`config.mk`:
```
export PLATFORM = sky130hd
export DESIGN_NAME = seq_decoder
export DESIGN_NICKNAME = d
export VERILOG_FILES = /design/src/rtl/seq_decoder_pkg.sv /design/src/rtl/onehot_decode.sv /design/src/rtl/seq_decoder.sv
export SDC_FILE = /design/constraint.sdc
export NUM_CORES = 1
export LEC_CHECK = 0
export ABC_AREA = 1
export CELL_PAD_IN_SITES_DETAIL_PLACEMENT = 0
export CELL_PAD_IN_SITES_GLOBAL_PLACEMENT = 1
export CORE_MARGIN = 10
export CORE_UTILIZATION = 19
export CTS_BUF_LIST = sky130_fd_sc_hd__clkbuf_8 sky130_fd_sc_hd__clkbuf_16
export CTS_CLUSTER_SIZE = 28
export DETAILED_ROUTE_END_ITERATION = 8
export GPL_TIMING_DRIVEN = 0
export PLACE_DENSITY_LB_ADDON = 0.1
export SLEW_MARGIN = 15
export SYNTH_ARGS = -nofsm -noshare
export SYNTH_HDL_FRONTEND = slang
export SYNTH_HIERARCHICAL = 1
export SYNTH_SLANG_ARGS = --single-unit
```
`constraint.sdc`:
```
create_clock -name clk -period 1.6 [get_ports clk]
set_clock_uncertainty 0.2 [all_clocks]
set_input_delay 0.48 -clock clk [delete_from_list [all_inputs] [get_ports clk]]
set_output_delay 0.48 -clock clk [all_outputs]
set_load 0.02 [all_outputs]
```
`src/rtl/seq_decoder_pkg.sv`:
```
// Shared definitions for the registered address decoder: mode encodings and
// the sizing rule for the dwell counter.
package seq_decoder_pkg;

   localparam logic MODE_LATCH = 1'b0;
   localparam logic MODE_SCAN  = 1'b1;

   // Counter must hold 0..DWELL-1; a floor of one bit keeps degenerate values legal.
   function automatic int dwell_width(input int dwell);
      if (dwell < 1) begin
         return 1;
      end
      return $clog2(dwell + 1);
   endfunction

endpackage

```
`src/rtl/onehot_decode.sv`:
```
// Pure combinational active-low decoder: exactly one output low when enabled,
// all outputs high otherwise.
module onehot_decode #(
   parameter int A_WIDTH = 4
) (
   input  logic [A_WIDTH-1:0]      addr,
   input  logic                    en,
   output logic [(1<<A_WIDTH)-1:0] y
);

   localparam int OUTS = 1 << A_WIDTH;

   always_comb begin
      y = '1;
      if (en) begin
         for (int i = 0; i < OUTS; i++) begin
            if (addr == A_WIDTH'(i)) begin
               y[i] = 1'b0;
            end
         end
      end
   end

endmodule

```
`src/rtl/seq_decoder.sv`:
```
// Registered active-low select decoder: address is latched from A or stepped
// through every output in scan mode with a programmable dwell per address.
module seq_decoder
   import seq_decoder_pkg::*;
#(
   parameter int A_WIDTH = 4,
   parameter int DWELL   = 1
) (
   input  logic                    clk,
   input  logic                    reset,
   input  logic                    _E0,
   input  logic                    _E1,
   input  logic [A_WIDTH-1:0]      A,
   input  logic                    le,
   input  logic                    mode,
   output logic [(1<<A_WIDTH)-1:0] Y,
   output logic [A_WIDTH-1:0]      Q,
   output logic                    wrap
);

   localparam int            DW         = dwell_width(DWELL);
   localparam logic [DW-1:0] DWELL_LAST = DW'(DWELL - 1);

   logic               enabled;
   logic [A_WIDTH-1:0] addr_d,  addr_q;
   logic [DW-1:0]      dwell_d, dwell_q;
   logic               wrap_d,  wrap_q;

   assign enabled = ~_E0 & ~_E1;

   // A load always wins over a scan step, so a load can never raise wrap.
   always_comb begin
      addr_d  = addr_q;
      dwell_d = dwell_q;
      wrap_d  = 1'b0;
      if (le) begin
         addr_d  = A;
         dwell_d = '0;
      end else if ((mode == MODE_SCAN) && enabled) begin
         if (dwell_q == DWELL_LAST) begin
            dwell_d = '0;
            addr_d  = addr_q + A_WIDTH'(1);
            wrap_d  = (addr_q == {A_WIDTH{1'b1}});
         end else begin
            dwell_d = dwell_q + DW'(1);
         end
      end
   end

   always_ff @(posedge clk or posedge reset) begin
      if (reset) begin
         addr_q  <= '0;
         dwell_q <= '0;
         wrap_q  <= 1'b0;
      end else begin
         addr_q  <= addr_d;
         dwell_q <= dwell_d;
         wrap_q  <= wrap_d;
      end
   end

   // Reset blanks the selects combinationally, independent of the register state.
   onehot_decode #(
      .A_WIDTH(A_WIDTH)
   ) u_decode (
      .addr(addr_q),
      .en  (enabled & ~reset),
      .y   (Y)
   );

   assign Q    = addr_q;
   assign wrap = wrap_q;

endmodule

```
# Yosys cells after proc, flatten, opt, wreduce, memory -nomap -nowiden
# Cells that the tools add are included.
[word_totals] regBits=6 inputBits=10 out_inout_bits=21
[op_classes] add_sub_neg=2 n_eq_ne=16 muxes=26 bitwise_logic=5 reduce_logical=4
[ops] operator="equality test 4 bit, second input constant" n=8
[ops] operator="two-way mux 1 bit" n=22
[ops] operator="equality test 4 x 3 -> 1 bit, second input constant" n=4
[ops] operator="two-way mux 16 bit" n=1
[ops] operator="two-way mux 4 bit" n=3
[ops] operator="equality test 4 x 2 -> 1 bit, second input constant" n=2
[ops] operator="adder 4 x 1 -> 4 bit, second input constant" n=1
[ops] operator="equality test 4 x 1 -> 1 bit, second input constant" n=1
[ops] operator="zero test 4 bit" n=1
[ops] operator="NOT 1 bit" n=3
[ops] operator="AND 1 bit" n=2
[ops] operator="!= test 2 bit, second input constant" n=1
[ops] operator="AND reduction 2 bit" n=1
[ops] operator="nonzero test 2 bit" n=1
[ops] operator="adder 1 bit, second input constant" n=1
[ops] operator="logical AND 1 bit" n=1

# Depth between registers and ports, before layout
# Gate-level depths: netlist of run 1.
[depth] ltp_word=5 depth_mapped=6 ltp_nobuf=6

# Cells and area by module
# Netlist of run 1, hierarchy kept.
[modules_own_cells] mod="seq_decoder" n_inst=1 cells_each=42 area_per_inst_um2=310.3 seq_area_each_um2=125.1
[modules_own_cells] mod="onehot_decode" n_inst=1 cells_each=33 area_per_inst_um2=156.4 seq_area_each_um2=0.0

# Worst setup path before layout of run 1
# OpenSTA, ideal clock, no wires.
[synth_timing] path_kind="input port to output port" start="input port _E1" end="output port Y[0]" arrival_time_ns=1.256 required_ns=0.920 slack_ns=-0.336 cell_stages=3 path_buffers=1 cell_sequence="nor3_1 buf_4 nand3_1"
[synth_via] elab_chain_cells=4
[synth_rtl] item="start: declaration" line_no="seq_decoder.sv:12" rtl="input logic _E1,"
[synth_rtl] item="NOT 1 bit" line_no="seq_decoder.sv:29" rtl="assign enabled = ~_E0 & ~_E1;"
[synth_rtl] item="AND 1 bit" line_no="seq_decoder.sv:29"
[synth_rtl] item="AND 1 bit" line_no="seq_decoder.sv:67" rtl=".en (enabled & ~reset),"
[synth_rtl] item="two-way mux 16 bit" line_no="onehot_decode.sv:15" rtl="if (en) begin"
[synth_rtl] item="end: declaration" line_no="seq_decoder.sv:16" rtl="output logic [(1<<A_WIDTH)-1:0] Y,"
# No other way between the ends.

# Final worst setup path of run 1
[layout_timing] start="input port _E1" end="output port Y[4]"
# The elaborated chain is that of the path after synthesis.

==> results by group, run 1 <==
Outcome
  • Result of the run: complete, but fails checks
  • Violated checks: setup timing

Min path
  • Number of cells on the worst hold path: 2
  • Hold WC Path Type: primary input to flop

Routing
  • Count of routing violations after the opening detailed-route iteration: 12
  • Iteration count of the initial detailed-routing pass: 4
  • Mean number of vias per cell: 4.39
  • Total number of vias: 663
  • Drt drc: 0
  • Final Routed Wirelength: 2.00 mm
  • Count of antenna-violating nets left after detailed routing: 0
  • Routed len/inst: 13.2 um

Timing
  • Fin crit share: 124%
  • Time the final worst path needs with I/O delays and setup: 1.98 ns
  • Worst Setup Slack, final: -0.384 ns
  • Transition time at the pin with the least slew margin: 0.343 ns
  • RSZ-0062 raised after global routing: yes
  • Relative slew margins: 77.1%
  • Maximum achievable frequency: 0.504 GHz
  • Final-report max-slew violation count: 0
  • Final count of hold timing violations: 0
  • Setup violation total in the final timing report: 19

Logic synthesis
  • Count leader, synth: nand3_1
  • Number of storage elements in the synthesis netlist: 5
  • Post-Synthesis Cell Area: 467 sq um
  • Syn_nets: 86
  • Share of synthesized registers carrying an async set or reset: 100%
  • Average cell area after synthesis: 6.22 sq um
  • Number of enable-type register cells in the synthesized netlist: 0
  • Ys Warns: 6
  • Top cells by area in the synthesized netlist: dfrtp_1, nand3_1, nand2_1
  • List of most frequent post-synthesis cells: nand3_1, nand2_1, inv_1
  • Seq/Total Area, Yosys: 26.8%
  • Top-area cell type share of the netlist area: 26.8%
  • Leading area contributor after synthesis: dfrtp_1
  • Unique cell type count in the Yosys netlist: 15
  • Synth Flop Type: dfrtp_1
  • Post-Syn Instances: 75

Worst setup path
  • Data arrival time of the critical path: 1.30 ns
  • Crit path required time: 0.92 ns
  • Worst setup SP type: primary input
  • Crit path capture type: primary output
  • Worst-case reg-to-reg path depth: 6
  • Worst-path maximum fanout: 5
  • Crit Path Class: primary input to primary output

Power
  • Total power per unit cell area: 637 nW/um^2
  • Leakage: 0.537 nW
  • Peak supply drop: 0.000520 V

Clocking
  • H-Tree Level Count: 1
  • CTS sink count: 5
  • Later-pin clock latency in the skew report: 0.22 ns
  • Clk pin slew, worst setup/hold paths: 0.04 ns
  • Number of buffers created by CTS: 3
  • Clock root buffer: clkbuf_8
  • Largest buffer count on any clock path: 2
  • TritonCTS clock tree: done

Floorplanning
  • Top-Level Pins: 31
  • Die outline area: 4840 sq um
  • Height of the chip: 69.6 um
  • Floorplan row count: 17
  • Core region area: 2280 sq um
  • Die width: 69.6 um
  • Starting utilization of the core area: 20.5%

Global route
  • GRT Resource Usage Total: 8.17%
  • Number of antenna violations at the first check in global routing: 0
  • Pin count of the biggest net entering global routing: 9
  • Wire length of the first global-routing pass: 3.32 mm
  • Global-route congestion overflow total: 0
  • Number of global-route vias before repair: 667

Placement
  • Total placed instance area: 892 sq um
  • HPWL Detailed: 1.48 mm
  • Final weighted congestion of routability-driven global placement: 0.756
  • Number of buffers inserted by port buffering: 29

Finish
  • Net count reported at finish: 135
  • Share of cells above drive strength 1: 62.6%
  • Layout Utilization: 51.2%
  • Inserted Diodes: 0
  • Summed area of non-filler cells in the final layout: 1160 sq um
  • Layout Area Growth over Synthesis: 150%

Flow run
  • Count of maximum capacitance violations: 0
per-stage QoR:
step                cells  hold WS [ns]  setup TNS, ns  power, mW  worst slack (ns)
floorplan              75        0.0582          -1.97      0.316            -0.141
detailed placement    132         0.446         -20.17      0.407             -1.21
global route          151         0.321          -6.42      0.792            -0.423
global placement      132         0.436         -19.91      0.407             -1.20
finish                151         0.303          -5.65      0.742            -0.384
CTS                   146         0.308          -6.15      0.696            -0.439
what timing repair did:
item                       4_1_cts  5_1_grt
resized for setup              139       17
hold buffers                     1        0
hold endpoints to repair         5        0
setup endpoints to repair       21       20
setup buffers                    8        6
cloned                           1        0
pin swaps                        3        2
layout make-up:
class                      instances  area [sq um]
buffer                             2          22.5
clock buffer                       3          41.3
clock inverter                     1          3.75
fill                             222          1110
inverter                          11          41.3
multi-input combinational         57           434
sequential                         5           130
tap                               28          35.0
timing repair buffer              44           457
sequential cells by signal, indices dropped and copies added (netlist names):
signal  flops
Q           4
wrap        1
final timing paths:
kind	start	end	slack, ns
max	_E1	Y[4]	-0.38
min	le	wrap	0.30
max reg2reg	Q[0]	Q[2]	0.07
min reg2reg	Q[1]	Q[1]	0.43
max in group asynchronous	reset	Q[0]	0.48
min in group asynchronous	reset	wrap	0.53
per-layer routing:
layer / wire length, um / vias to the layer above / track usage (%)
met2: 974 / 20 / 13.0
met5: 0 / - / 0
li1: - / 340 / -
met4: 19 / 0 / 2.66
met3: 89 / 2 / 2.43
met1: 913 / 301 / 10.1
layout by cell type (no fill, tap or decap), drive strengths merged:
master	netlist	routed
o21ai	1	1
ha	1	1
clkdlybuf4s50	0	5
inv	11	12
nor3	2	2
dlygate4sd3	0	1
clkbuf	0	3
buf	2	39
xor2	1	1
clkdlybuf4s15	0	1
nand3	21	21
dfrtp	5	5
nand2	21	21
nor2	9	9
nand4	1	1
where the power goes:
part / switching (mW) / leakage, nW / internal, mW
registers: 0.0337 / 0.0583 / 0.144
logic: 0.177 / 0.451 / 0.161
clock network: 0.0629 / 0.0269 / 0.165
cell families after synthesis:
kind of cell / share of synthesized area [%]
and+or+nand+nor: 55.5
buffers and inverters: 12.1
DFF: 26.8
AOI/OAI and AO/OA: 1.07
xor gates and xnor gates: 1.88
adders and majority gates: 2.68
worst max-delay path, cell delays in order:
cell,delay (ns)
buf_8,0.10
nor3_4,0.23
buf_6,0.14
buf_8,0.12
nand3_2,0.08
buf_6,0.14
Note: power is estimated with default switching activity, not from simulation.
==> inputs of run 2 (changes only) <==
--- a/config.mk
+++ b/config.mk
@@ -13,7 +13,6 @@
 export CTS_BUF_LIST = sky130_fd_sc_hd__clkbuf_8 sky130_fd_sc_hd__clkbuf_16
 export CTS_CLUSTER_SIZE = 28
 export DETAILED_ROUTE_END_ITERATION = 8
-export GPL_TIMING_DRIVEN = 0
 export PLACE_DENSITY_LB_ADDON = 0.1
 export SLEW_MARGIN = 15
 export SYNTH_ARGS = -nofsm -noshare
==> results by group, run 2 (synthesis results as in run 1) <==
Timing
  • Setup violation total in the final timing report: 17 (-2)
  • RSZ-0062 raised after global routing: yes
  • Time the final worst path needs with I/O delays and setup: 2.00 ns (+0.0210 ns)
  • Worst Setup Slack, final: -0.405 ns (-0.0210 ns)
  • Fin crit share: 125% (+1.3 points)
  • Final count of hold timing violations: 0 (unchanged)
  • Relative slew margins: 79.5% (+2.4 points)
  • Final-report max-slew violation count: 0 (unchanged)
  • Maximum achievable frequency: 0.499 GHz (-1.0%)
  • Transition time at the pin with the least slew margin: 0.307 ns (-0.0355 ns)

Routing
  • Drt drc: 0 (unchanged)
  • Count of antenna-violating nets left after detailed routing: 0 (unchanged)
  • Final Routed Wirelength: 1.84 mm (-7.8%)
  • Mean number of vias per cell: 4.23 (-3.6%)
  • Iteration count of the initial detailed-routing pass: 3 (-1)
  • Count of routing violations after the opening detailed-route iteration: 8 (-4)
  • Total number of vias: 660 (-0.45%)
  • Routed len/inst: 11.8 um (-11%)

Power
  • Sequential power share: 22.7% (-1.2 points)
  • Logic gate share of total power: 47.6% (+2.1 points)
  • Total power per unit cell area: 620 nW/um^2 (-2.7%)
  • Clock share of power: 29.7% (-0.9 points)
  • Peak supply drop: 0.000659 V (+27%)
  • Switch Pwr: 0.255 mW (-6.7%)
  • Internal portion of total power: 0.479 mW (+2.2%)
  • Switching part of the total power: 34.8% (-2.1 points)
  • Leakage: 0.562 nW (+4.8%)

Global route
  • GRT Resource Usage Total: 7.85% (-0.32 points)
  • Pin count of the biggest net entering global routing: 8 (-1)
  • Number of global-route vias before repair: 671 (+0.60%)
  • Wire length of the first global-routing pass: 3.22 mm (-2.9%)
  • Number of antenna violations at the first check in global routing: 0 (unchanged)
  • Global-route congestion overflow total: 0 (unchanged)

Finish
  • Inserted Diodes: 0 (unchanged)
  • Share of cells above drive strength 1: 60.2% (-2.4 points)
  • Area of all sequential standard cells: 130 sq um (unchanged)
  • Layout Area Growth over Synthesis: 154%
  • Commonest non-fill, non-tap cell in the layout: buf_6
  • Max FFs per register: 4 (unchanged)
  • Commonest cells after routing, fill and taps aside: buf_6, nand2_1, buf_4
  • Summed area of non-filler cells in the final layout: 1180 sq um (+1.6%)
  • Number of filler cells placed in the layout: 235 (+5.9%)
  • Net count reported at finish: 140 (+3.7%)
  • Multi-input logic area: 409 sq um (-5.8%)

Floorplanning
  • Die outline area: 4840 sq um (unchanged)
  • Die width: 69.6 um (unchanged)
  • Top-Level Pins: 31 (unchanged)
  • Height of the chip: 69.6 um (unchanged)
  • Core region area: 2280 sq um (unchanged)
  • Floorplan row count: 17 (unchanged)
  • Starting utilization of the core area: 20.5% (unchanged)

Placement
  • HPWL Detailed: 1.49 mm (+0.23%)
  • Setup slack after placement: -1.14 ns (+0.0726 ns)
  • Number of buffers inserted by port buffering: 30 (+3.4%)
  • Total placed instance area: 986 sq um (+11%)
  • Final weighted congestion of routability-driven global placement: 0.769 (+1.7%)

Min path
  • Startpoint of the lowest-slack hold path: _E1
  • Hold WC Path Type: primary input to flop

Clocking
  • Largest buffer count on any clock path: 2 (unchanged)
  • Clk pin slew, worst setup/hold paths: 0.03 ns (about the same)
  • H-Tree Level Count: 1 (unchanged)
  • Clock root buffer: clkbuf_8
  • Number of buffers created by CTS: 3 (unchanged)
  • TritonCTS clock tree: done
  • Later-pin clock latency in the skew report: 0.22 ns (about the same)
  • CTS sink count: 5 (unchanged)

Worst setup path
  • Data arrival time of the critical path: 1.32 ns (+0.02 ns)
  • Crit Path Class: primary input to primary output
  • Crit path required time: 0.92 ns (about the same)
  • Startpoint of the lowest-slack register-to-register path: Q[1]
  • Worst-path maximum fanout: 3 (-2)
  • Worst setup SP type: primary input
  • CP Launch Point: _E0
  • Crit path capture type: primary output

Flow run
  • Count of maximum capacitance violations: 0 (unchanged)

Outcome
  • Result of the run: complete, but fails checks
  • Violated checks: setup timing
run 2: cell types whose count changed in the layout (fill, tap and decap cells not counted), moves of 2 or more:
cell,before,now
buf_4,9,11
nor2_2,4,6
buf_6,25,28
nor2_4,5,2
run 2: what timing repair did:
item / in CTS / in global routing
hold buffers: 1 / 0
setup buffers: 4 / 5
gates resized for setup: 145 / 6
setup endpoints to repair: 25 / 20
cloned: 1 / 0
pin swaps: 6 / 2
hold endpoints to repair: 5 / 0
run 2: path summary, 6_finish.rpt:
path                            slack [ns]    end  cells after the start
worst max-delay path                 -0.40  Y[15]                      7
worst min-delay path                  0.51   wrap                      5
worst max register to register        0.10   Q[2]                      6
worst min register to register        0.54   wrap                      3
max in group asynchronous             0.45   Q[3]                      3
min in group asynchronous             0.55   wrap                      3
run 2: metrics by stage:
step	util, %	TNS [ns]	hold WS, ns	power [mW]	instances
2_1_floorplan	-	-1.97	0.0582	0.316	75
3_3_place_gp	43.3	-19.77	0.499	0.451	143
3_5_place_dp	43.3	-19.82	0.501	0.451	143
4_1_cts	50.5	-6.25	0.496	0.706	153
5_1_grt	52.0	-6.24	0.549	0.791	156
6_report	52.0	-5.36	0.514	0.734	156
run 2: critical path, cell delays in order:
cell and delay [ns]:
buf_8 0.10, nor3_4 0.25, inv_2 0.07, nor2_4 0.15, buf_6 0.12, nand2_4 0.03
buf_6 0.13
run 2: metal layers:
layer	wire [um]	track usage [%]	part of all wire, %
met5	0	0	0
met2	857	11.8	47
met3	56	1.71	3.0
met4	23	3.33	1.2
met1	903	10.3	49
run 2: area by class of cell:
class,instances,share of cell area (%)
clock buffer,3,3.49
multi-input combinational,57,34.6
timing repair buffer,51,44.2
sequential,5,11.0
tap,28,2.96
inverter,11,3.49
clock inverter,1,0.317
run 2: power groups by stage:
stage	registers [mW]	logic, mW	clock network, mW
after floorplan	0.192	0.124	0
after global placement	0.166	0.285	0
after detailed placement	0.166	0.286	0
after CTS	0.166	0.315	0.225
after global routing	0.171	0.382	0.238
final	0.166	0.350	0.218
==> inputs of run 3 (changes only) <==
--- a/config.mk
+++ b/config.mk
@@ -10,7 +10,7 @@
 export CELL_PAD_IN_SITES_GLOBAL_PLACEMENT = 1
 export CORE_MARGIN = 10
 export CORE_UTILIZATION = 19
-export CTS_BUF_LIST = sky130_fd_sc_hd__clkbuf_8 sky130_fd_sc_hd__clkbuf_16
+export CTS_BUF_LIST = sky130_fd_sc_hd__clkbuf_4 sky130_fd_sc_hd__clkbuf_8 sky130_fd_sc_hd__clkbuf_16
 export CTS_CLUSTER_SIZE = 28
 export DETAILED_ROUTE_END_ITERATION = 8
 export PLACE_DENSITY_LB_ADDON = 0.1
==> results by group, run 3 (synthesis results as in run 1) <==
Outcome
  • Result of the run: complete, but fails checks
  • Violated checks: setup timing

Floorplanning
  • Height of the chip: 69.6 um (unchanged)
  • Die width: 69.6 um (unchanged)
  • Core region area: 2280 sq um (unchanged)
  • Starting utilization of the core area: 20.5% (unchanged)
  • Floorplan row count: 17 (unchanged)
  • Die outline area: 4840 sq um (unchanged)
  • Top-Level Pins: 31 (unchanged)

Timing
  • Fin crit share: 125% (-0.28 points)
  • Maximum achievable frequency: 0.500 GHz (+0.22%)
  • Setup violation total in the final timing report: 18 (+1)
  • Worst Setup Slack, final: -0.400 ns (+0.00440 ns)
  • Final count of hold timing violations: 0 (unchanged)
  • Final-report max-slew violation count: 0 (unchanged)
  • TNS Setup: -5.32 ns (+0.0396 ns)
  • Relative slew margins: 81.5% (+2.0 points)
  • Time the final worst path needs with I/O delays and setup: 2.00 ns (-0.00440 ns)
  • Transition time at the pin with the least slew margin: 0.277 ns (-0.0298 ns)
  • RSZ-0062 raised after global routing: yes

Placement
  • HPWL Detailed: 1.49 mm (unchanged)
  • Number of buffers inserted by port buffering: 30 (unchanged)
  • Final weighted congestion of routability-driven global placement: 0.769 (unchanged)
  • Placed cell count: 143 (unchanged)

Worst setup path
  • Worst-path maximum fanout: 3 (unchanged)
  • Reg2Reg Capture Point: Q[2]
  • Crit path required time: 0.92 ns (about the same)
  • Reg-to-reg setup timing slack: 0.11 ns (about the same)
  • CP Launch Point: _E0
  • Buffer and inverter count on the worst path: 4 (unchanged)
  • Crit Path Class: primary input to primary output
  • Cell with the most instances on the worst path: buf_6
  • Data arrival time of the critical path: 1.32 ns (about the same)
  • Worst-case reg-to-reg path depth: 6 (unchanged)
  • Critical path's top delay family: simple AND/OR/NAND/NOR gates
  • Levels on crit path: 7 (unchanged)
  • Crit path capture type: primary output
  • Worst setup SP type: primary input
  • CP Capture Point: Y[15]
  • Critical path's slowest cell: nor3_4
  • Cell-by-cell listing of the critical path: buf_8, nor3_4, inv_2, nor2_4, buf_6, nand2_4, buf_6
  • Startpoint of the lowest-slack register-to-register path: Q[1]
  • Largest stage delay on the critical path: 0.25 ns (about the same)

Routing
  • Drt drc: 0 (unchanged)
  • Count of routing violations after the opening detailed-route iteration: 9 (+1)
  • Mean number of vias per cell: 4.21 (-0.49%)
  • Met2 Wirelength: 831 um (-3.0%)
  • Total number of vias: 661 (+0.15%)
  • Iteration count of the initial detailed-routing pass: 3 (unchanged)
  • Highest routing layer actually used: met4
  • Routed len/inst: 11.6 um (-1.6%)
  • Met1 wire length: 914 um (+1.2%)
  • Routed length on met3: 55 um (-1.8%)
  • Count of antenna-violating nets left after detailed routing: 0 (unchanged)
  • Final Routed Wirelength: 1.83 mm (-0.92%)

Min path
  • Number of cells on the worst hold path: 5 (unchanged)
  • Hold WC Path Type: primary input to flop

Power
  • Sequential power share: 25.1% (+2.4 points)
  • Total power per unit cell area: 574 nW/um^2 (-7.5%)
  • Peak supply drop: 0.000524 V (-20%)
  • Switch Pwr: 0.241 mW (-5.6%)
  • Internal portion of total power: 0.417 mW (-13%)
  • Switching part of the total power: 36.6% (+1.8 points)
  • Leakage: 0.550 nW (-2.3%)
  • Clock share of power: 23.9% (-5.8 points)
  • Logic gate share of total power: 51.0% (+3.4 points)

Flow run
  • Count of maximum capacitance violations: 0 (unchanged)

Finish
  • Number of filler cells placed in the layout: 239 (+1.7%)
  • Cell Count, Final, Fillers Out: 157 (+0.64%)
  • Inserted Diodes: 0 (unchanged)
  • Multi-input logic area: 402 sq um (-1.8%)
  • Layout Area Growth over Synthesis: 146%
  • Net count reported at finish: 141 (+0.71%)
  • Max FFs per register: 4 (unchanged)
  • Commonest cells after routing, fill and taps aside: buf_6, nand2_1, buf_4
  • Area of all sequential standard cells: 130 sq um (unchanged)
  • Share of cells above drive strength 1: 64.3% (+4.2 points)
  • Commonest non-fill, non-tap cell in the layout: buf_6

Global route
  • Wire length of the first global-routing pass: 3.22 mm (-0.22%)
  • Number of global-route vias before repair: 671 (unchanged)
  • Global-route congestion overflow total: 0 (unchanged)
  • GRT Resource Usage Total: 7.91% (+0.057 points)
  • Pin count of the biggest net entering global routing: 8 (unchanged)
  • Number of antenna violations at the first check in global routing: 0 (unchanged)

Clocking
  • H-Tree Level Count: 1 (unchanged)
  • Clock root buffer: clkbuf_4
  • Clk pin slew, worst setup/hold paths: 0.04 ns (about the same)
  • TritonCTS clock tree: done
  • Later-pin clock latency in the skew report: 0.24 ns (+0.02 ns)
  • CTS sink count: 5 (unchanged)
  • Largest buffer count on any clock path: 2 (unchanged)
  • Number of buffers created by CTS: 3 (unchanged)
-- run 3: changes by cell type in the layout (fill, tap and decap cells not counted), sizes merged --
cell,change
inv,-1
clkdlybuf4s15,-1
buf,+1
clkbuf,+2
-- run 3: how the worst min path moves through the flow --
stage	end	startpoint	slack [ns]
after CTS	wrap	_E0	0.48
after global placement	Q[1]	Q[1]	0.50
final	wrap	_E1	0.49
after detailed placement	Q[1]	Q[1]	0.50
after floorplan	wrap	reset	0.06
after global routing	wrap	_E1	0.52
-- run 3: what timing repair did --
action                                 CTS  global route
setup endpoints to repair               22            20
setup buffers                            4             6
gates resized for setup                146             6
hold buffers                             1             0
endpoints found under the hold margin    5             0
pin swaps                                6             2
gates cloned                             1             0
-- run 3: metal layers --
metal  track usage (%)  vias to the layer above
met5                 0                        -
met4              3.33                        0
met3              2.14                        2
met2              11.8                       17
met1              10.3                      292
li1                  -                      350
-- run 3: cell type report --
class | count | area share (%)
Multi-Input combinational cell | 57 | 35.0
Clock buffer | 4 | 2.62
Timing Repair Buffer | 52 | 44.4
Tap cell | 28 | 3.05
Inverter | 11 | 3.60
Sequential cell | 5 | 11.3
-- run 3: worst min-delay path, stage by stage --
cell and delay, ns:
buf_6 0.08, buf_4 0.10, nor2_2 0.03, nand2_2 0.13
nor3_1 0.06
-- run 3: power groups by stage --
stage / combinational [mW] / sequential [mW] / clock, mW
2_1_floorplan: 0.124 / 0.192 / 0
3_3_place_gp: 0.285 / 0.166 / 0
3_5_place_dp: 0.286 / 0.166 / 0
4_1_cts: 0.315 / 0.166 / 0.165
5_1_grt: 0.368 / 0.170 / 0.175
6_report: 0.335 / 0.165 / 0.157
-- run 3: through the flow --
stage | hold slack (ns) | utilization, % | setup slack (ns) | power, mW | cell area, sq um
6_report | 0.486 | 50.4 | -0.400 | 0.658 | 1150
4_1_cts | 0.480 | 49.9 | -0.437 | 0.646 | 1140
3_3_place_gp | 0.499 | 43.3 | -1.14 | 0.451 | 986
3_5_place_dp | 0.501 | 43.3 | -1.14 | 0.451 | 986
5_1_grt | 0.515 | 50.4 | -0.461 | 0.713 | 1150
2_1_floorplan | 0.0582 | - | -0.141 | 0.316 | 567
